File: src/rtl/parity_stream_codec_if.sv
// Bundle of the encoder and checker channels of parity_stream_codec.
// The master side belongs to the producer/deframer and the slave side to the codec.
interface parity_stream_codec_if #(
  parameter int DATA_W = 8,
  parameter int CNT_W  = 8
);
  logic              odd_mode;
  logic              gen_valid;
  logic              gen_ready;
  logic [DATA_W-1:0] gen_data;
  logic              enc_valid;
  logic              enc_ready;
  logic [DATA_W:0]   enc_data;
  logic              chk_valid;
  logic [DATA_W:0]   chk_data;
  logic              chk_ok;
  logic              chk_err;
  logic              err_sticky;
  logic [CNT_W-1:0]  err_count;
  logic              clr_err;

  modport master (
    output odd_mode, gen_valid, gen_data, enc_ready, chk_valid, chk_data, clr_err,
    input  gen_ready, enc_valid, enc_data, chk_ok, chk_err, err_sticky, err_count
  );

  modport slave (
    input  odd_mode, gen_valid, gen_data, enc_ready, chk_valid, chk_data, clr_err,
    output gen_ready, enc_valid, enc_data, chk_ok, chk_err, err_sticky, err_count
  );
endinterface

File: src/rtl/parity_stream_codec.sv
// Parity encoder (one-entry valid/ready register, parity appended as MSB)
// and an independent parity checker with sticky flag and saturating error count.
module parity_stream_codec #(
  parameter int DATA_W = 8,
  parameter int CNT_W  = 8
) (
  input  logic                 clk,
  input  logic                 rst_n,
  parity_stream_codec_if.slave bus
);

  localparam logic [CNT_W-1:0] CNT_MAX = {CNT_W{1'b1}};

  logic              enc_valid_reg;
  logic [DATA_W:0]   enc_data_reg;
  logic              chk_ok_reg;
  logic              chk_err_reg;
  logic              err_sticky_reg;
  logic              err_sticky_next;
  logic [CNT_W-1:0]  err_count_reg;
  logic [CNT_W-1:0]  err_count_next;
  logic [CNT_W-1:0]  count_base;
  logic              accept;
  logic              chk_good;
  logic              chk_bad;

  assign bus.gen_ready = rst_n & (!enc_valid_reg | bus.enc_ready);
  assign accept        = bus.gen_valid & bus.gen_ready;

  assign chk_good = ((^bus.chk_data) == bus.odd_mode);
  assign chk_bad  = bus.chk_valid & !chk_good;

  // A clear and an error on the same edge: the clear applies first, then the error counts.
  always_comb begin
    count_base      = bus.clr_err ? '0 : err_count_reg;
    err_count_next  = count_base;
    err_sticky_next = bus.clr_err ? 1'b0 : err_sticky_reg;
    if (chk_bad) begin
      err_sticky_next = 1'b1;
      if (count_base != CNT_MAX) begin
        err_count_next = CNT_W'(count_base + 1'b1);
      end
    end
  end

  always_ff @(posedge clk) begin
    if (!rst_n) begin
      enc_valid_reg  <= 1'b0;
      enc_data_reg   <= '0;
      chk_ok_reg     <= 1'b0;
      chk_err_reg    <= 1'b0;
      err_sticky_reg <= 1'b0;
      err_count_reg  <= '0;
    end else begin
      if (accept) begin
        enc_valid_reg <= 1'b1;
        enc_data_reg  <= {(^bus.gen_data) ^ bus.odd_mode, bus.gen_data};
      end else if (bus.enc_ready) begin
        enc_valid_reg <= 1'b0;
      end
      chk_ok_reg     <= bus.chk_valid & chk_good;
      chk_err_reg    <= chk_bad;
      err_sticky_reg <= err_sticky_next;
      err_count_reg  <= err_count_next;
    end
  end

  assign bus.enc_valid  = enc_valid_reg;
  assign bus.enc_data   = enc_data_reg;
  assign bus.chk_ok     = chk_ok_reg;
  assign bus.chk_err    = chk_err_reg;
  assign bus.err_sticky = err_sticky_reg;
  assign bus.err_count  = err_count_reg;

endmodule

File: src/flat_wrapper.sv
// flat-port wrapper written by rule: the top's interface ports become plain ports
module parity_stream_codec_flat 
#(
  parameter int DATA_W = 8,
  parameter int CNT_W  = 8
)
  (clk, rst_n, bus_odd_mode, bus_gen_valid, bus_gen_data, bus_enc_ready, bus_chk_valid, bus_chk_data, bus_clr_err, bus_gen_ready, bus_enc_valid, bus_enc_data, bus_chk_ok, bus_chk_err, bus_err_sticky, bus_err_count);
  parity_stream_codec_if #(.DATA_W(DATA_W), .CNT_W(CNT_W)) bus_i ();
  input  logic clk;
  input  logic rst_n;
  input wire logic [$bits(bus_i.odd_mode)-1:0] bus_odd_mode;
  input wire logic [$bits(bus_i.gen_valid)-1:0] bus_gen_valid;
  input wire logic [$bits(bus_i.gen_data)-1:0] bus_gen_data;
  input wire logic [$bits(bus_i.enc_ready)-1:0] bus_enc_ready;
  input wire logic [$bits(bus_i.chk_valid)-1:0] bus_chk_valid;
  input wire logic [$bits(bus_i.chk_data)-1:0] bus_chk_data;
  input wire logic [$bits(bus_i.clr_err)-1:0] bus_clr_err;
  output wire logic [$bits(bus_i.gen_ready)-1:0] bus_gen_ready;
  output wire logic [$bits(bus_i.enc_valid)-1:0] bus_enc_valid;
  output wire logic [$bits(bus_i.enc_data)-1:0] bus_enc_data;
  output wire logic [$bits(bus_i.chk_ok)-1:0] bus_chk_ok;
  output wire logic [$bits(bus_i.chk_err)-1:0] bus_chk_err;
  output wire logic [$bits(bus_i.err_sticky)-1:0] bus_err_sticky;
  output wire logic [$bits(bus_i.err_count)-1:0] bus_err_count;
  assign bus_i.odd_mode = bus_odd_mode;
  assign bus_i.gen_valid = bus_gen_valid;
  assign bus_i.gen_data = bus_gen_data;
  assign bus_i.enc_ready = bus_enc_ready;
  assign bus_i.chk_valid = bus_chk_valid;
  assign bus_i.chk_data = bus_chk_data;
  assign bus_i.clr_err = bus_clr_err;
  assign bus_gen_ready = bus_i.gen_ready;
  assign bus_enc_valid = bus_i.enc_valid;
  assign bus_enc_data = bus_i.enc_data;
  assign bus_chk_ok = bus_i.chk_ok;
  assign bus_chk_err = bus_i.chk_err;
  assign bus_err_sticky = bus_i.err_sticky;
  assign bus_err_count = bus_i.err_count;
  parity_stream_codec #(.DATA_W(DATA_W), .CNT_W(CNT_W)) u_core (.clk(clk), .rst_n(rst_n), .bus(bus_i));
endmodule
File: config.mk
export PLATFORM = sky130hd
export DESIGN_NAME = parity_stream_codec_flat
export DESIGN_NICKNAME = d
export VERILOG_FILES = /design/src/rtl/parity_stream_codec_if.sv /design/src/rtl/parity_stream_codec.sv /design/src/flat_wrapper.sv
export SDC_FILE = /design/constraint.sdc
export NUM_CORES = 1
export LEC_CHECK = 0
export BUFFER_PORTS_ARGS = -buffer_cell sky130_fd_sc_hd__buf_4
export CAP_MARGIN = 30
export CORE_MARGIN = 8
export CORE_UTILIZATION = 46
export DETAILED_ROUTE_END_ITERATION = 6
export PLACE_DENSITY = 0.78
export SLEW_MARGIN = 30
export SYNTH_ARGS = -nofsm -noshare
export SYNTH_HDL_FRONTEND = slang
export SYNTH_SLANG_ARGS = --single-unit
File: constraint.sdc
create_clock -name clk -period 2.1 [get_ports clk]
set_input_delay 0.525 -clock clk [delete_from_list [all_inputs] [get_ports clk]]
set_output_delay 0.525 -clock clk [all_outputs]
set_load 0.02 [all_outputs]
==> Yosys cells after proc, flatten, opt, wreduce, memory -nomap -nowiden <==
Index checks and enable logic that the tools add are counted.
{ "classes": {"reduce_logical": 6, "n_bitwise": 6, "muxes": 7, "eq_ne": 2, "add_sub_neg": 1} }
{ "ops": {"columns": ["operator", "n"], "rows": [
  ["$mux W8", 3],
  ["$reduce_xor A9 Y1", 1],
  ["$add A8 B1 Y8 const B", 1],
  ["$ne A8 B8 Y1 const B", 1],
  ["$reduce_xor A8 Y1", 1],
  ["$and A1 B1 Y1", 4],
  ["$mux W1", 4],
  ["$reduce_bool A2 Y1", 2],
  ["$logic_not A1 Y1", 2],
  ["$eq A1 B1 Y1", 1],
  ["$or A1 B1 Y1", 1],
  ["$xor A1 B1 Y1", 1]
]} }
{ "totals": {"ff_bits": 21, "wordCells": 28, "output_inout_bits": 22} }

==> Longest topological paths before layout <==
{ "depth": {"ltp_word": 5, "mapped_depth": 6, "mapped_depth_nobuf": 5} }

==> Worst setup path before layout <==
OpenSTA, ideal clock, no wires.
{ "synth_path": {"path_type": "input -> register", "start": "in bus_chk_data[7]", "end": "reg u_core.err_count_reg[0] (netlist: u_core.bus.err_count[0])", "cell_stages": 6, "setup_slack_ps": 265, "setup_ps": 88, "arrival_time_ps": 1746, "cell_sequence": "xnor2_1 xnor3_1 xnor2_2 buf_6 a21oi_2 a311oi_2"} }
{ "synth_via": {"elab_chain_cells": 5} }
{ "synth_rtl": {"columns": ["element", "line", "source"], "rows": [
  ["from (decl)", "flat_wrapper.sv:16", "input wire logic [$bits(bus_i.chk_data)-1:0] bus_chk_data;"],
  ["$reduce_xor A9 Y1", "parity_stream_codec.sv:30", "assign chk_good = ((^bus.chk_data) == bus.odd_mode);"],
  ["$eq A1 B1 Y1", "parity_stream_codec.sv:30", null],
  ["$logic_not A1 Y1", "parity_stream_codec.sv:31", "assign chk_bad = bus.chk_valid & !chk_good;"],
  ["$and A1 B1 Y1", "parity_stream_codec.sv:31", null],
  ["$mux W8", "parity_stream_codec.sv:38", "if (chk_bad) begin"],
  ["to (signal assigned)", "parity_stream_codec.sv:64", "err_count_reg <= err_count_next;"],
  ["to (decl)", "parity_stream_codec.sv:20", "logic [CNT_W-1:0] err_count_reg;"]
]} }
Every way passes these cells.
A chain may end at the register's enable or synchronous reset.

==> Final worst setup path <==
Ends and elaborated chain as after synthesis.

==> flow_summary.ini <==
[run_status]
outcome = completed

[clock_network]
cts_buffer_depth = 2
root_buffer = clkbuf_4
clk_latency_ps = 310
clk_pin_slew_ps = 120
cts_buffers = 3
cts_tree = built
cts_resized = 0
cts_hold_buf = 0
cts.sinks = 21
post-cts-setup-buffers = 0
htreeDepth = 1

[hold_path]
min_to = u_core.bus.enc_data[7]
hold_depth = 3
hold_path_class = in2reg
min_from = bus_gen_data[7]

[finish]
multi_input_area_sq_um = 569
seq_area_sq_um = 420
area_delta_synth_final_pct = 38.1
stdcell_count = 190
fin_nets = 187
drive_above_1_share = 0.333
largest_reg_flops = 9
nFillCells = 195
diodes = 0

[placement]
dp_hpwl_mm = 1.89
gp_congestion = 0.780
port_buffers = 45
dp_cells = 186

[floorplan]
fp.dieH_um = 63.4
io_pins = 46
row_count = 17
fp.dieW_um = 63.4
start_util = 0.477
core_area_sq_um = 2170
dieArea_sq_um = 4020

[yosys]
synth_area_sq_um = 1030
ys_warn_count = 0
avgSynthCellArea_sq_um = 8.84
ys_seq_elements = 21
synthCells = 117
async_flop_share = 0
synth_cell_types = 31
synth_edf_count = 0
syn_nets = 141
yosysSeqAreaShare = 0.406
synth_ff_type = dfxtp_1

[sta]
hold_violations = 0
max_slew_margin = 0.680
final.setup.tns_ps = 0
fmax_ghz = 0.602
finalCritPeriodShare = 0.790
setup_viol = 0
rsz0062_at_grt = no
finClkSkew_ps = 5.43
finalMaxSlewViolations = 0
fin_crit_ps = 1660
tightest_slew_ps = 480

[setup_path]
cp.arrival_ps = 1890
reg2reg_slack_ps = 670
crit_slowest_cell = xnor3_1
crit_path_end_kind = register
cp_max_fo = 14
r2r_cells = 5
path_cells = buf_4 -> xnor2_1 -> xnor3_1 -> xnor2_2 -> buf_12 -> a21oi_2 -> a311oi_2
critical_path_depth = 7
cp_num_buf_inv = 2
critPathKind = in2reg
cpPeakStageDelay_ps = 450
worstSetupStartpointType = primary input
critical-path-top-delay-family = XOR/XNOR gates
rr_endpoint = u_core.bus.err_count[2]
crit_required_ps = 2330
rr_startpoint = u_core.bus.err_count[3]

[pwr]
switching_power_uw = 308
p_int_uw = 679
power_frac_seq = 0.451
comb_power_share = 0.348
ir_worst_vdd_uv = 396
p_leak_nw = 0.651
power_density_nw_per_um2 = 691
switching_share = 0.312
clkPwrFrac = 0.202

[drt]
vias = 952
drtAntennaViolNets = 0
drt_iter0_markers = 15
drt-pass1-iter-count = 5
drc = 0
detail_route.wl_per_cell_um = 12.5
wirelength_mm = 2.37
vias_per_cell = 5.01

[global_route]
grt_antenna_before_repair = 0
grt_overflow = 0
track_usage = 0.119
grt_pass1_vias = 968
grt_max_degree = 21
grt_pass1_wl_mm = 4.04

[run]
max_cap_violations = 0
[placed cells by master, fill, tap and decap left out, drive strengths merged, types with 2 or more instances in the layout]
cell    count
a21oi       3
a31oi       2
and2        3
and3        6
buf        46
clkbuf      3
dfxtp      21
inv         5
mux2i       2
nand2      20
nand2b      3
nand3       2
nand4b      2
nor2        2
nor2b       2
nor3        3
o21ai      11
xnor2      14
[worst max path at each step]
| stage | from | end | slack [ps] |
|---|---|---|---|
| after global placement | bus_chk_data[7] | u_core.bus.err_sticky | 120 |
| final | bus_chk_data[7] | u_core.bus.err_count[0] | 440 |
| after CTS | bus_chk_data[7] | u_core.bus.err_count[0] | 420 |
| after global routing | bus_chk_data[7] | u_core.bus.err_count[0] | 390 |
| after detailed placement | bus_chk_data[7] | u_core.bus.err_count[0] | 90 |
| after floorplan | bus_chk_data[7] | u_core.bus.err_count[0] | 270 |
[routing by layer]
layer / GRT usage / routed length, um / vias to the layer above
li1: - / - / 488
met1: 0.125 / 987 / 423
met2: 0.200 / 1150 / 34
met3: 0.0353 / 174 / 7
met4: 0.0752 / 60 / 0
met5: 0 / 0 / -
[synth_stat cells (2+ instances only)]
master    instances  area (sq um)
a21oi_1           2          10.0
a31oi_1           2          12.5
and2_1            3          18.8
and3_1            6          37.5
clkbuf_1          4          15.0
dfxtp_1          21           420
inv_1             5          18.8
mux2i_1           2          20.0
nand2_1          20          75.1
nand2b_1          3          18.8
nand3_1           2          10.0
nand4b_1          2          17.5
nor2_1            2          7.51
nor2b_1           2          12.5
nor3_1            3          15.0
o21ai_0          11          55.1
xnor2_1          12           105
xnor2_2           2          32.5
[kinds of logic after synthesis]
group,synth area share
buf+inv,0.0435
xor+xnor,0.163
compound gates,0.131
flops,0.406
mux,0.0193
simple gates,0.237
[final cells by class]
cell class	instances	share of cell area
Timing Repair Buffer	46	0.250
Clock buffer	3	0.0158
Clock inverter	1	0.00350
Sequential cell	21	0.294
Multi-Input combinational cell	86	0.398
Inverter	5	0.0131
Tap cell	28	0.0245
[through the flow]
step / cell area (sq um) / power (mW) / hold slack, ps / utilization / setup WS (ps)
6_report: 1430 / 0.987 / 418 / 0.659 / 440
5_1_grt: 1430 / 1.04 / 414 / 0.659 / 391
4_1_cts: 1430 / 0.994 / 414 / 0.659 / 424
3_5_place_dp: 1400 / 0.799 / 443 / 0.646 / 86.0
3_3_place_gp: 1400 / 0.794 / 437 / 0.646 / 119
2_1_floorplan: 1030 / 0.664 / 533 / - / 265
[power groups by stage]
stage          registers, mW  clock network (mW)  logic, mW
6_report               0.445               0.199      0.343
3_5_place_dp           0.454                   0      0.346
4_1_cts                0.445               0.203      0.346
2_1_floorplan          0.491                   0      0.173
3_3_place_gp           0.453                   0      0.341
5_1_grt                0.449               0.217      0.371
[tightest hold or removal path, delay by kind of cell]
kind	cells	cell delay (ps)
AO/OA/AOI/OAI	1	50
buffers and inverters	1	90
AND/OR/NAND/NOR	1	40
No activity file was read; power rests on OpenSTA's default activity.
